### config.mk
export PLATFORM = sky130hd
export DESIGN_NAME = bp_be_issue_queue
export DESIGN_NICKNAME = d
export VERILOG_FILES = /design/src/rtl/bp_be_pkg.sv /design/src/rtl/bp_be_issue_queue_mem.sv /design/src/rtl/bp_be_issue_queue.sv
export SDC_FILE = /design/constraint.sdc
export NUM_CORES = 1
export LEC_CHECK = 0
export ABC_CLOCK_PERIOD_IN_PS = 7250
export BUFFER_PORTS_ARGS = -buffer_cell sky130_fd_sc_hd__buf_2
export CAP_MARGIN = 20
export CELL_PAD_IN_SITES_DETAIL_PLACEMENT = 0
export CELL_PAD_IN_SITES_GLOBAL_PLACEMENT = 2
export CORE_ASPECT_RATIO = 0.5
export CORE_MARGIN = 8
export CORE_UTILIZATION = 24
export DETAILED_ROUTE_END_ITERATION = 8
export HOLD_SLACK_MARGIN = 0.06
export PLACE_DENSITY = 0.44
export SLEW_MARGIN = 0
export SYNTH_ARGS = -nofsm -noshare
export SYNTH_HDL_FRONTEND = slang
export SYNTH_SLANG_ARGS = --single-unit
### constraint.sdc
create_clock -name clk_i -period 7.25 [get_ports clk_i]
set_clock_uncertainty 0.1 [all_clocks]
set_input_delay 1.0875 -clock clk_i [delete_from_list [all_inputs] [get_ports clk_i]]
set_output_delay 1.0875 -clock clk_i [all_outputs]
set_load 0.005 [all_outputs]
### src/rtl/bp_be_pkg.sv
// bp_be_pkg: shared backend types; issue-queue entry struct and its width macro
`define BP_BE_ISSUE_QUEUE_ENTRY_WIDTH(vaddr_width_mp) ((vaddr_width_mp) + 32)

package bp_be_pkg;
  localparam int bp_vaddr_width_gp = 39;
  localparam int bp_instr_width_gp = 32;

  typedef struct packed {
    logic [bp_vaddr_width_gp-1:0] pc;
    logic [bp_instr_width_gp-1:0] instr;
  } bp_be_issue_queue_entry_s;
endpackage

### src/rtl/bp_be_issue_queue_mem.sv
// bp_be_issue_queue_mem: entry storage, one synchronous write port, one asynchronous read port, no reset
module bp_be_issue_queue_mem #(
    parameter int els_p   = 8,
    parameter int width_p = 71
) (
    input  logic                     clk_i,
    input  logic                     w_v_i,
    input  logic [$clog2(els_p)-1:0] w_addr_i,
    input  logic [width_p-1:0]       w_data_i,
    input  logic [$clog2(els_p)-1:0] r_addr_i,
    output logic [width_p-1:0]       r_data_o
);
    logic [width_p-1:0] r_mem [els_p];

    // write port
    always_ff @(posedge clk_i) begin
        if (w_v_i) r_mem[w_addr_i] <= w_data_i;
    end

    assign r_data_o = r_mem[r_addr_i];
endmodule

### src/rtl/bp_be_issue_queue.sv
// bp_be_issue_queue: in-order FE instruction buffer with commit/roll replay and optional empty-queue bypass
module bp_be_issue_queue
  import bp_be_pkg::*;
#(
  parameter int els_p         = 8,
  parameter int vaddr_width_p = 39
) (
  input  logic                     clk_i,
  input  logic                     reset_i,
  input  logic                     fe_instr_v_i,
  input  logic [vaddr_width_p-1:0] fe_pc_i,
  input  logic [31:0]              fe_instr_i,
  output logic                     fe_instr_ready_o,
  input  logic                     issue_ready_i,
  output logic                     issue_v_o,
  output logic [vaddr_width_p-1:0] issue_pc_o,
  output logic [31:0]              issue_instr_o,
  output logic                     fe_nop_v_o,
  input  logic                     commit_v_i,
  input  logic                     roll_v_i,
  input  logic                     flush_i,
  output logic                     empty_o,
  output logic                     full_o
);
  localparam int idx_w   = $clog2(els_p);
  localparam int ptr_w   = idx_w + 1;
  localparam int entry_w = `BP_BE_ISSUE_QUEUE_ENTRY_WIDTH(vaddr_width_p);

  logic [ptr_w-1:0]   r_wptr, r_rptr, r_cptr;
  logic [ptr_w-1:0]   w_occ, w_cptr_n;
  logic [entry_w-1:0] w_rd_data;
  logic               w_enq, w_issue, w_commit, w_qv;

  assign w_occ            = r_wptr - r_cptr;
  assign full_o           = w_occ == ptr_w'(els_p);
  assign empty_o          = r_wptr == r_cptr;
  assign fe_instr_ready_o = ~full_o & ~reset_i;
  assign w_enq            = fe_instr_v_i & fe_instr_ready_o;
  assign w_qv             = r_rptr != r_wptr;
  assign w_commit         = commit_v_i & (r_cptr != r_rptr);
  assign w_cptr_n         = r_cptr + ptr_w'(w_commit);

`ifdef BP_BE_ISSUE_QUEUE_BYPASS_EN
  logic w_byp;
  assign w_byp                       = ~w_qv & w_enq & ~flush_i & ~roll_v_i;
  assign issue_v_o                   = w_qv | w_byp;
  assign {issue_pc_o, issue_instr_o} = w_byp ? {fe_pc_i, fe_instr_i} : w_rd_data;
`else
  assign issue_v_o                   = w_qv;
  assign {issue_pc_o, issue_instr_o} = w_rd_data;
`endif

  assign fe_nop_v_o = ~issue_v_o;
  assign w_issue    = issue_v_o & issue_ready_i;

  bp_be_issue_queue_mem #(.els_p(els_p), .width_p(entry_w)) mem (
    .clk_i    (clk_i),
    .w_v_i    (w_enq & ~flush_i),
    .w_addr_i (r_wptr[idx_w-1:0]),
    .w_data_i ({fe_pc_i, fe_instr_i}),
    .r_addr_i (r_rptr[idx_w-1:0]),
    .r_data_o (w_rd_data)
  );

  always_ff @(posedge clk_i) begin
    if (reset_i || flush_i) begin
      r_wptr <= '0;
      r_rptr <= '0;
      r_cptr <= '0;
    end else begin
      r_wptr <= r_wptr + ptr_w'(w_enq);
      r_cptr <= w_cptr_n;
      r_rptr <= roll_v_i ? w_cptr_n : r_rptr + ptr_w'(w_issue);
    end
  end

  illegal_commit: assert property (@(posedge clk_i) disable iff (reset_i || flush_i)
    commit_v_i |-> (r_cptr != r_rptr));
endmodule

**Word-level counts from Yosys, hierarchy flattened**

Memories as Yosys holds them, arrays and structs flattened. A register that Yosys moved wholly into a read port is not among the register bits.
Index checks and enable logic that the tools add are counted.

- Add/sub/neg operators: 4
- Mux-type cells: 4
- Equal/unequal tests: 4
- Shift-type cells: 0
- Bitwise gates (word level): 9
- Order comparisons: 0
- Reduce and logical (&&, ||, !) cells: 1
- Divide/modulo/power cells: 0
- Multipliers: 0

Operators by type and width:

| kind | number |
|---|---|
| 4-bit by 1-bit adder with 4-bit output | 3 |
| 4-bit inequality test | 2 |
| 1-bit AND | 5 |
| 4-bit equality test | 1 |
| 4-bit equality test (second input constant) | 1 |
| 4-bit 2-to-1 mux | 1 |
| 1-bit NOT | 4 |
| 4-bit subtractor | 1 |
| 3-bit 2-to-1 mux | 1 |
| 1-bit 2-to-1 mux | 2 |
| 1-bit logical OR | 1 |

- Memory bits (writable): 568
- Memory bits (read-only): 0
- Input port bits: 78
- Latch bits: 0
- Memories: 1
- Word-level logic and storage cells: 26
- Register bits after elaboration: 12
- Output and inout port bits: 76

Memory list:

| name | words | bits a word | rd ports | clocked after memory_dff | write ports | RTL line | source |
|---|---|---|---|---|---|---|---|
| mem.r_mem | 8 | 71 | 1 | 1 | 1 | bp_be_issue_queue_mem.sv:13 | `logic [width_p-1:0] r_mem [els_p];` |

**Logic depth before layout (Yosys ltp)**

Gate-level depths: netlist (run 1).

- Depth after elaboration: 8
- Gate-level depth with buffers: 11
- Gate-level depth less buffers: 10

**By module**

A second synthesis (run 1) with hierarchy kept.

- Cells, all modules: 912
- Area total of the unflattened synthesis: 22093.7 sq um

By module, submodules not included:

| module | area an instance (sq um) | cells each | sequential area each (sq um) | instances |
|---|---|---|---|---|
| bp_be_issue_queue_mem | 21349.2 | 834 | 17056.4 | 1 |
| bp_be_issue_queue | 744.5 | 78 | 240.2 | 1 |

**Worst setup path after synthesis (run 1)**

Ideal clock, no wire load.

- Path kind: input port to flip-flop
- Start: in fe_instr_v_i
- End: mem mem.r_mem[4][0] (enable)
- Path buffers: 0
- Required time: 6650 ps
- Setup time: 500 ps
- Path slack: 2195 ps
- Data arrival time: 4455 ps
- Cell stages on the path: 3
- Path through: nor4bb_1 > nand2_1 > nor2_1

- Longest elaborated chain between the ends: 4

Ends and longest elaborated chain:

| what | RTL line | source |
|---|---|---|
| from (decl) | bp_be_issue_queue.sv:10 | `input logic fe_instr_v_i,` |
| 1-bit AND | bp_be_issue_queue.sv:38 | `assign w_enq = fe_instr_v_i & fe_instr_ready_o;` |
| 1-bit AND | bp_be_issue_queue.sv:58 | `.w_v_i (w_enq & ~flush_i),` |
| 1-bit 2-to-1 mux | bp_be_issue_queue_mem.sv:17 | `if (w_v_i) r_mem[w_addr_i] <= w_data_i;` |
| 1-bit 2-to-1 mux (implied by the code) | bp_be_issue_queue_mem.sv:17 |  |
| to (decl) | bp_be_issue_queue_mem.sv:13 |  |

No other way between the ends.

==> results.tsv, run 1 <==
stage	metric	value	unit
setup_path	worstPathCellList	buf_4 > mux4_2 > mux2_2 > buf_2	
drt	drc	0	
yosys	synth_cells	922	
final_layout	stdcell_count	2400	
yosys	ys_seq_elements	580	
floorplanning	die_area	103000	um^2
grt	grtUsageTotal	10.3	%
yosys	synth-async-reset-ratio	0	%
sta	setup_viol	0	
yosys	synth_area	22100	um^2
placement	hpwlAfterDp	29800	um
setup_path	critical_path_arrival	3.24	ns
grt	gr-total-overflow	0	
setup_path	startpoint_type	flop	
clock_network	cts.clk_slew.worst_paths	0.06	ns
drt	viasPerCell	4.09	
sta	period_needed	4.43	ns
min_path	holdPathStages	3	
setup_path	cp-end-kind	output port	
placement	post-place-cells	2290	
setup_path	cp_slowest_cell	dfxtp_4	
clock_network	tritoncts	built	
power_and_ir_drop	total_power	6670	uW
drt	drt-initial-drc-count	589	
yosys	synthFlopType	edfxtp_1	
outcome	status	finished, final reports clean	
clock_network	clock_sinks	580	
sta	maxSlewHeadroom	32.8	%
final_layout	drive_above_1_share	40.7	%
clock_network	cts_max_level	2	
final_layout	fin_area	26200	um^2
setup_path	path_class	flop to output port	
clock_network	cts_buffers	58	
yosys	synth_fp_nets	1009	
drt	ant_nets	0	
drt	vias	9810	
clock_network	cts_hold_buf	0	
final_layout	num-fill-cells	8969	
drt	firstDrtPassIters	4	
floorplanning	die_width	445	um
yosys	yosys-top-cells-area	edfxtp_1 77%, mux4_2 14%, mux2_2 3.6%	
setup_path	worstPathBufferInverterCount	2	
sta	tns	0	ns
sta	rsz0062_at_grt	false	
clock_network	root_buffer	clkbuf_16	
final_layout	syn_to_final_growth	18.5	%
sta	holdWs	0.522	ns
final_layout	regArea	17300	um^2
sta	max_freq	226	MHz
yosys	netlist.area_leader.share	77.1	%
sta	worst_slew_pin_slew	1.01	ns
floorplanning	coreArea	91000	um^2
final_layout	final_cell_mix	568 x edfxtp_1, 153 x buf_2, 142 x mux4_2, 71 x mux2_2, 59 x clkbuf_16	
job	drv_cap	0	
setup_path	r2r-end	mem.r_mem[2][29]	
min_path	min_path_type	flop to flop	
drt	wl_per_cell	22.4	um
power_and_ir_drop	cellPowerDensity	254	nW/um^2
setup_path	reg2regPathDepth	8	
floorplanning	rows	78	
grt	grt_pass1_wl	78300	um
floorplanning	io_pins	154	
clock_network	post_cts_buffers	0	
placement	postPlaceCellArea	24500	um^2
yosys	yosysTopAreaCell	edfxtp_1	
drt	routed_wl	53800	um
power_and_ir_drop	p_leak	0.00802	uW
setup_path	crit_start	r_rptr[1]	
setup_path	required	6.06	ns
yosys	synth_warnings	0	
yosys	avgSynthCellArea	24.0	um^2
grt	grt_start_max_net_pins	98	
sta	period_share	61.0	%
yosys	synth_seq_area_share	78.2	%
clock_network	clk_path_buf_depth	3	
setup_path	cp-endpoint	issue_instr_o[16]	
clock_network	insertion_delay	0.60	ns
floorplanning	die_h	231	um
sta	hold_viol	0	
final_layout	nNetsFinal	1199	
placement	io_buffers	153	
setup_path	cp.depth	4	
grt	antenna_found_initial	12	
setup_path	path_delay_family	buffers and inverters	
placement	finalWeightedCongestion	0.661	
setup_path	r2r_slack	3.84	ns
yosys	synth_edf_count	568	
clock_network	post_cts_resized	0	
grt	grt_pass1_vias	10800	
final_layout	layout_commonest_cell	edfxtp_1	
power_and_ir_drop	vdd_drop_max	0.000159	V
setup_path	critPathMaxFanout	52	
floorplanning	start_util	24.3	%
yosys	synth_cell_type_count	28	
setup_path	reg2reg_from	r_wptr[1]	
setup_path	max_stage_delay	0.83	ns
final_layout	multi_input_area	4620	um^2
sta	slew_viol_final	0	
==> layer usage <==
metal	part of all wire [%]	track usage (%)
met5	0.022	0
met4	1.9	2.33
met3	3.6	2.03
met2	52	18.8
met1	42	12.6
==> final cells by class <==
| class | count | share of cell area, % |
|---|---|---|
| diodes | 2 | 0.0191 |
| clock buffers | 73 | 5.83 |
| clock inverters | 33 | 0.673 |
| inverters | 5 | 0.0716 |
| multi-input cells | 293 | 17.6 |
| flip-flops and latches | 580 | 66.0 |
| well taps | 1240 | 5.92 |
| repair buffers | 174 | 3.84 |
==> state kept, by name (all words and copies together), names as in the netlist <==
register and flops:
mem.r_mem 568, r_cptr 4, r_rptr 4, r_wptr 4
==> through the flow <==
stage          setup slack [ns]  utilization (%)
4_1_cts                    2.67             28.8
2_1_floorplan              2.19                -
5_1_grt                    2.61             28.8
3_5_place_dp               3.13             26.9
6_report                   2.82             28.8
3_3_place_gp               3.09             26.9
==> cell families after synthesis <==
family / count (synthesis) / synth area share [%]
flip-flops: 580 / 78.2
multiplexers: 215 / 18.2
buffers and inverters: 49 / 1.24
AND/OR/NAND/NOR: 47 / 1.04
XOR/XNOR: 16 / 0.633
adder cells (fa/ha/maj): 9 / 0.509
AO/OA/AOI/OAI: 6 / 0.271
==> worst register-to-register path, cell delays in order, from the launching register on <==
cell and delay [ns]:
dfxtp_1 0.49, ha_1 0.32, nor2b_1 0.15, o211ai_1 0.20, a221oi_2 0.08, buf_4 0.23
nor2_4 0.13, buf_4 0.66, buf_4 0.67
==> power by group <==
part / switching (uW) / internal, uW
Sequential: 10.7 / 3690
Combinational: 113 / 93.8
Clock: 1240 / 1520
==> cell usage after synthesis, drive strengths merged, types with 4 or more instances <==
cell type and number:
and2 5, buf 27, clkbuf 17, dfxtp 12, edfxtp 568, ha 9, inv 5, mux2 71
mux4 142, nand2 9, nand3 4, nor2 20, xnor2 8, xor2 8
==> how the worst min path moves through the flow <==
stage                   start        end  slack [ns]
floorplan           r_cptr[2]  r_cptr[2]        0.46
global placement    r_wptr[3]  r_wptr[3]        0.52
detailed placement  r_cptr[1]  r_cptr[3]        0.51
CTS                 r_cptr[1]  r_cptr[3]        0.53
global route        r_wptr[3]  r_wptr[3]        0.57
finish              r_cptr[1]  r_cptr[3]        0.52
Note: power is estimated with default switching activity, not from simulation.
==> inputs of run 2 (changes only) <==
ABC_CLOCK_PERIOD_IN_PS = 4300   (was 7250)
clock period = 4.3 ns   (was 7.25 ns; I/O delays follow)
==> run 2 against run 1 <==
Effect of this change:
- non-clock buffer count increased by 3
- largest cell class unchanged
- highest routed layer is now met4
- critical path depth rose by 4
- clock power up 73%
- final area rose by 0.76%
- critical path type unchanged
- combinational power up 79%
==> results.tsv, run 2 (same netlist as run 1, synthesis figures left out) <==
stage	metric	value	unit
sta	period_needed	3.47	ns
grt	grtUsageTotal	10.2	%
floorplanning	start_util	24.3	%
floorplanning	die_h	231	um
sta	period_share	80.8	%
job	drv_cap	0	
setup_path	critPathMaxFanout	11	
final_layout	fin_area	26400	um^2
setup_path	critical_path_arrival	2.73	ns
clock_network	insertion_delay	0.61	ns
floorplanning	rows	78	
clock_network	clock_sinks	580	
outcome	status	finished, final reports clean	
final_layout	layout_commonest_cell	edfxtp_1	
drt	routed_wl	53400	um
power_and_ir_drop	clkPwrFrac	41.9	%
placement	hpwlAfterDp	31100	um
drt	wl_per_cell	22.2	um
final_layout	regArea	17300	um^2
grt	grt_pass1_wl	78100	um
grt	grt_start_max_net_pins	72	
power_and_ir_drop	cellPowerDensity	431	nW/um^2
drt	drt-initial-drc-count	572	
power_and_ir_drop	power.switching	2300	uW
power_and_ir_drop	power.internal	9080	uW
floorplanning	io_pins	154	
setup_path	required	3.56	ns
drt	viasPerCell	4.10	
clock_network	post_cts_buffers	0	
power_and_ir_drop	p_leak	0.00809	uW
final_layout	num-fill-cells	8922	
clock_network	tritoncts	built	
floorplanning	die_width	445	um
power_and_ir_drop	total_power	11400	uW
grt	antenna_found_initial	7	
clock_network	root_buffer	clkbuf_16	
floorplanning	coreArea	91000	um^2
sta	rsz0062_at_grt	false	
sta	hold_viol	0	
clock_network	clk_path_buf_depth	3	
final_layout	final_cell_mix	568 x edfxtp_1, 153 x buf_2, 142 x mux4_2, 71 x mux2_2, 61 x clkbuf_16	
placement	io_buffers	153	
power_and_ir_drop	p_comb_share	3.2	%
setup_path	startpoint_type	flop	
clock_network	cts.clk_slew.worst_paths	0.06	ns
min_path	holdPathStages	1	
clock_network	cts_hold_buf	0	
sta	slew_viol_final	0	
sta	worst_slew_pin_slew	1.10	ns
clock_network	cts_max_level	2	
sta	max_freq	288	MHz
setup_path	reg2regPathDepth	8	
final_layout	syn_to_final_growth	19.4	%
power_and_ir_drop	vdd_drop_max	0.000238	V
placement	finalWeightedCongestion	0.700	
final_layout	drive_above_1_share	41.0	%
drt	drc	0	
setup_path	path_class	flop to output port	
final_layout	nNetsFinal	1202	
power_and_ir_drop	p_sw_share	20.2	%
placement	postPlaceCellArea	24600	um^2
floorplanning	die_area	103000	um^2
drt	firstDrtPassIters	4	
final_layout	multi_input_area	4620	um^2
final_layout	fin_util	29.0	%
grt	grt_pass1_vias	10900	
clock_network	post_cts_resized	0	
drt	ant_nets	0	
sta	setup_viol	0	
drt	vias	9846	
power_and_ir_drop	power_frac_seq	54.8	%
min_path	min_path_type	input pin to flop	
final_layout	largest_reg_flops	568	
sta	maxSlewHeadroom	26.5	%
clock_network	cts_buffers	58	
grt	gr-total-overflow	0	
setup_path	cp-end-kind	output port	
final_layout	max_flop_register	mem.r_mem	
## run 2: critical path, stage by stage, from the launching register on
cell      delay [ns]
dfxtp_1         0.40
inv_1           0.06
ha_1            0.32
nor2b_1         0.16
a2111o_1        0.39
a221oi_2        0.24
buf_4           0.30
nor2_1          0.10
buf_2           0.14
## run 2: area by class of cell
class | instances | share of cell area [%]
repair buffers | 177 | 4.34
clock buffers | 75 | 5.98
well taps | 1240 | 5.87
flip-flops and latches | 580 | 65.5
clock inverters | 30 | 0.706
multi-input cells | 293 | 17.5
inverters | 5 | 0.0710
diodes | 2 | 0.0189
## run 2: final timing paths
kind                       from               end  slack [ns]
setup / recovery      r_cptr[1]  fe_instr_ready_o        0.83
setup reg to reg      r_cptr[1]  mem.r_mem[5][19]        1.16
hold / removal    fe_instr_i[8]   mem.r_mem[4][8]        0.20
hold reg to reg       r_wptr[3]         r_wptr[3]        0.52
## run 2: routing by layer
layer | track usage [%] | share of wire [%] | vias up
met5 | 0 | 0 | -
met3 | 1.83 | 3.0 | 78
li1 | - | - | 4297
met2 | 18.2 | 52 | 116
met4 | 2.50 | 1.9 | 0
met1 | 13.0 | 44 | 5355
## run 2: power groups by stage
stage	clock (uW)	combinational, uW	sequential [uW]
after CTS	4950	390	6240
after detailed placement	0	389	6360
final	4770	370	6240
after global routing	5160	405	6240
after floorplan	0	173	6360
after global placement	0	382	6360
## run 2: per-stage QoR
step	std cells	TNS [ns]	hold WS, ns	setup WS, ns
2_1_floorplan	922	-305.62	0.463	-0.538
3_3_place_gp	2295	0	0.494	1.09
3_5_place_dp	2295	0	0.509	1.12
4_1_cts	2400	0	0.139	0.682
5_1_grt	2401	0	0.166	0.663
6_report	2402	0	0.204	0.826
==> inputs of run 3 (changes only) <==
ABC_CLOCK_PERIOD_IN_PS = 3200   (was 4300)
clock period = 3.2 ns   (was 4.3 ns; I/O delays follow)
==> run 3 against run 2 <==
Effect of this change:
- via count grew 2.2%
- non-clock buffer count rose by 88
- worst hold slack got worse by 0.075 ns
- largest power group unchanged
==> results.tsv, run 3 (same netlist as run 1, synthesis figures left out) <==
stage	metric	value	unit
floorplanning	coreArea	91000	um^2
power_and_ir_drop	p_sw_share	20.4	%
clock_network	root_buffer	clkbuf_16	
drt	wl_per_cell	21.3	um
setup_path	worstPathCellList	buf_12 > buf_12 > mux4_2 > mux2_2 > buf_2	
floorplanning	rows	78	
clock_network	insertion_delay	0.60	ns
drt	drc	0	
power_and_ir_drop	clkPwrFrac	41.7	%
drt	vias	10100	
floorplanning	die_h	231	um
power_and_ir_drop	power.switching	3140	uW
clock_network	tritoncts	built	
min_path	min_path_type	input pin to flop	
power_and_ir_drop	power.internal	12200	uW
sta	rsz0062_at_grt	true	
grt	grt_pass1_vias	11500	
grt	antenna_found_initial	2	
floorplanning	die_area	103000	um^2
drt	firstDrtPassIters	4	
clock_network	cts.clk_slew.worst_paths	0.06	ns
power_and_ir_drop	p_comb_share	3.8	%
final_layout	largest_reg_flops	568	
clock_network	clk_path_buf_depth	3	
drt	routed_wl	53000	um
floorplanning	start_util	24.3	%
sta	max_freq	324	MHz
placement	post-place-cells	2307	
final_layout	syn_to_final_growth	23.8	%
power_and_ir_drop	cellPowerDensity	561	nW/um^2
job	drv_cap	0	
final_layout	drive_above_1_share	40.3	%
sta	layout_setup_ws	0.113	ns
grt	gr-total-overflow	0	
placement	finalWeightedCongestion	0.670	
power_and_ir_drop	vdd_drop_max	0.000345	V
setup_path	path_class	flop to output port	
sta	period_needed	3.09	ns
final_layout	final_cell_mix	568 x edfxtp_1, 153 x buf_2, 142 x mux4_2, 70 x mux2_2, 68 x dlygate4sd3_1	
sta	maxSlewHeadroom	38.9	%
final_layout	num-fill-cells	8847	
final_layout	stdcell_count	2491	
setup_path	cp_slowest_cell	mux4_2	
final_layout	diodes	0	
drt	ant_nets	0	
final_layout	multi_input_area	4640	um^2
placement	io_buffers	153	
setup_path	critical_path_arrival	2.51	ns
clock_network	clock_sinks	580	
drt	viasPerCell	4.04	
setup_path	max_stage_delay	0.58	ns
final_layout	regArea	17300	um^2
setup_path	cp_common_cell	buf_12	
sta	period_share	96.5	%
setup_path	critPathMaxFanout	18	
placement	place_ws	0.187	ns
grt	grt_pass1_wl	79000	um
clock_network	cts_max_level	2	
power_and_ir_drop	power_frac_seq	54.5	%
final_layout	max_flop_register	mem.r_mem	
sta	setup_viol	0	
sta	worst_slew_pin_slew	0.915	ns
power_and_ir_drop	p_leak	0.00854	uW
clock_network	cts_buffers	59	
grt	grt_start_max_net_pins	72	
final_layout	layout_commonest_cell	edfxtp_1	
floorplanning	io_pins	154	
sta	hold_viol	0	
setup_path	cp-end-kind	output port	
setup_path	startpoint_type	flop	
power_and_ir_drop	total_power	15400	uW
sta	slew_viol_final	0	
floorplanning	die_width	445	um
placement	hpwlAfterDp	32300	um
grt	grtUsageTotal	10.2	%
setup_path	required	2.62	ns
outcome	status	finished, final reports clean	
final_layout	fin_util	30.1	%
drt	drt-initial-drc-count	557	
sta	holdWs	0.128	ns
final_layout	nNetsFinal	1291	
-- run 3: cell type report --
type	count	share of cell area [%]
multi-input cells	293	16.9
inverters	5	0.0685
well taps	1240	5.66
flip-flops and latches	580	63.2
clock buffers	73	5.66
repair buffers	265	7.69
clock inverters	35	0.849
-- run 3: power by group through the flow --
stage | Clock, uW | Sequential, uW | Combinational, uW
2_1_floorplan | 0 | 8540 | 233
3_3_place_gp | 0 | 8540 | 527
3_5_place_dp | 0 | 8550 | 533
4_1_cts | 6690 | 8380 | 614
5_1_grt | 6940 | 8380 | 641
6_report | 6420 | 8380 | 581
-- run 3: stage by stage --
stage	setup TNS, ns	cell area (um^2)
2_1_floorplan	-267.21	22200
3_3_place_gp	0	24800
3_5_place_dp	0	24800
4_1_cts	0	27400
5_1_grt	-0.00806	27400
6_report	0	27400
-- run 3: worst max-delay path: cells and delay by family (launching register included) --
kind / cells / cell delay [ns]
mux: 2 / 0.86
buf+inv: 3 / 0.55
flops: 1 / 0.46
-- run 3: final timing paths --
check	startpoint	to	slack (ns)	cells past startpoint
setup / recovery	r_rptr[0]	issue_instr_o[21]	0.11	5
hold / removal	fe_pc_i[35]	mem.r_mem[0][67]	0.13	1
setup reg to reg	r_cptr[1]	mem.r_mem[2][63]	0.29	9
hold reg to reg	r_cptr[1]	r_cptr[3]	0.52	3
-- run 3: routing by layer --
metal	vias to the layer above	track usage, %	wire (um)
li1	4487	-	-
met1	5392	12.7	22800
met2	122	18.5	27700
met3	59	1.85	1660
met4	0	2.38	850
met5	-	0	0
-- run 3: repair_timing --
| action | 4_1_cts | 5_1_grt |
|---|---|---|
| resized for setup | 3 | 6 |
| cloned | 1 | 0 |
| buffers inserted | 6 | 1 |
| pin swaps | 1 | 1 |
| hold buffers | 68 | 0 |
| endpoints found under the hold margin | 536 | 0 |
| endpoints found under the setup margin | 16 | 7 |
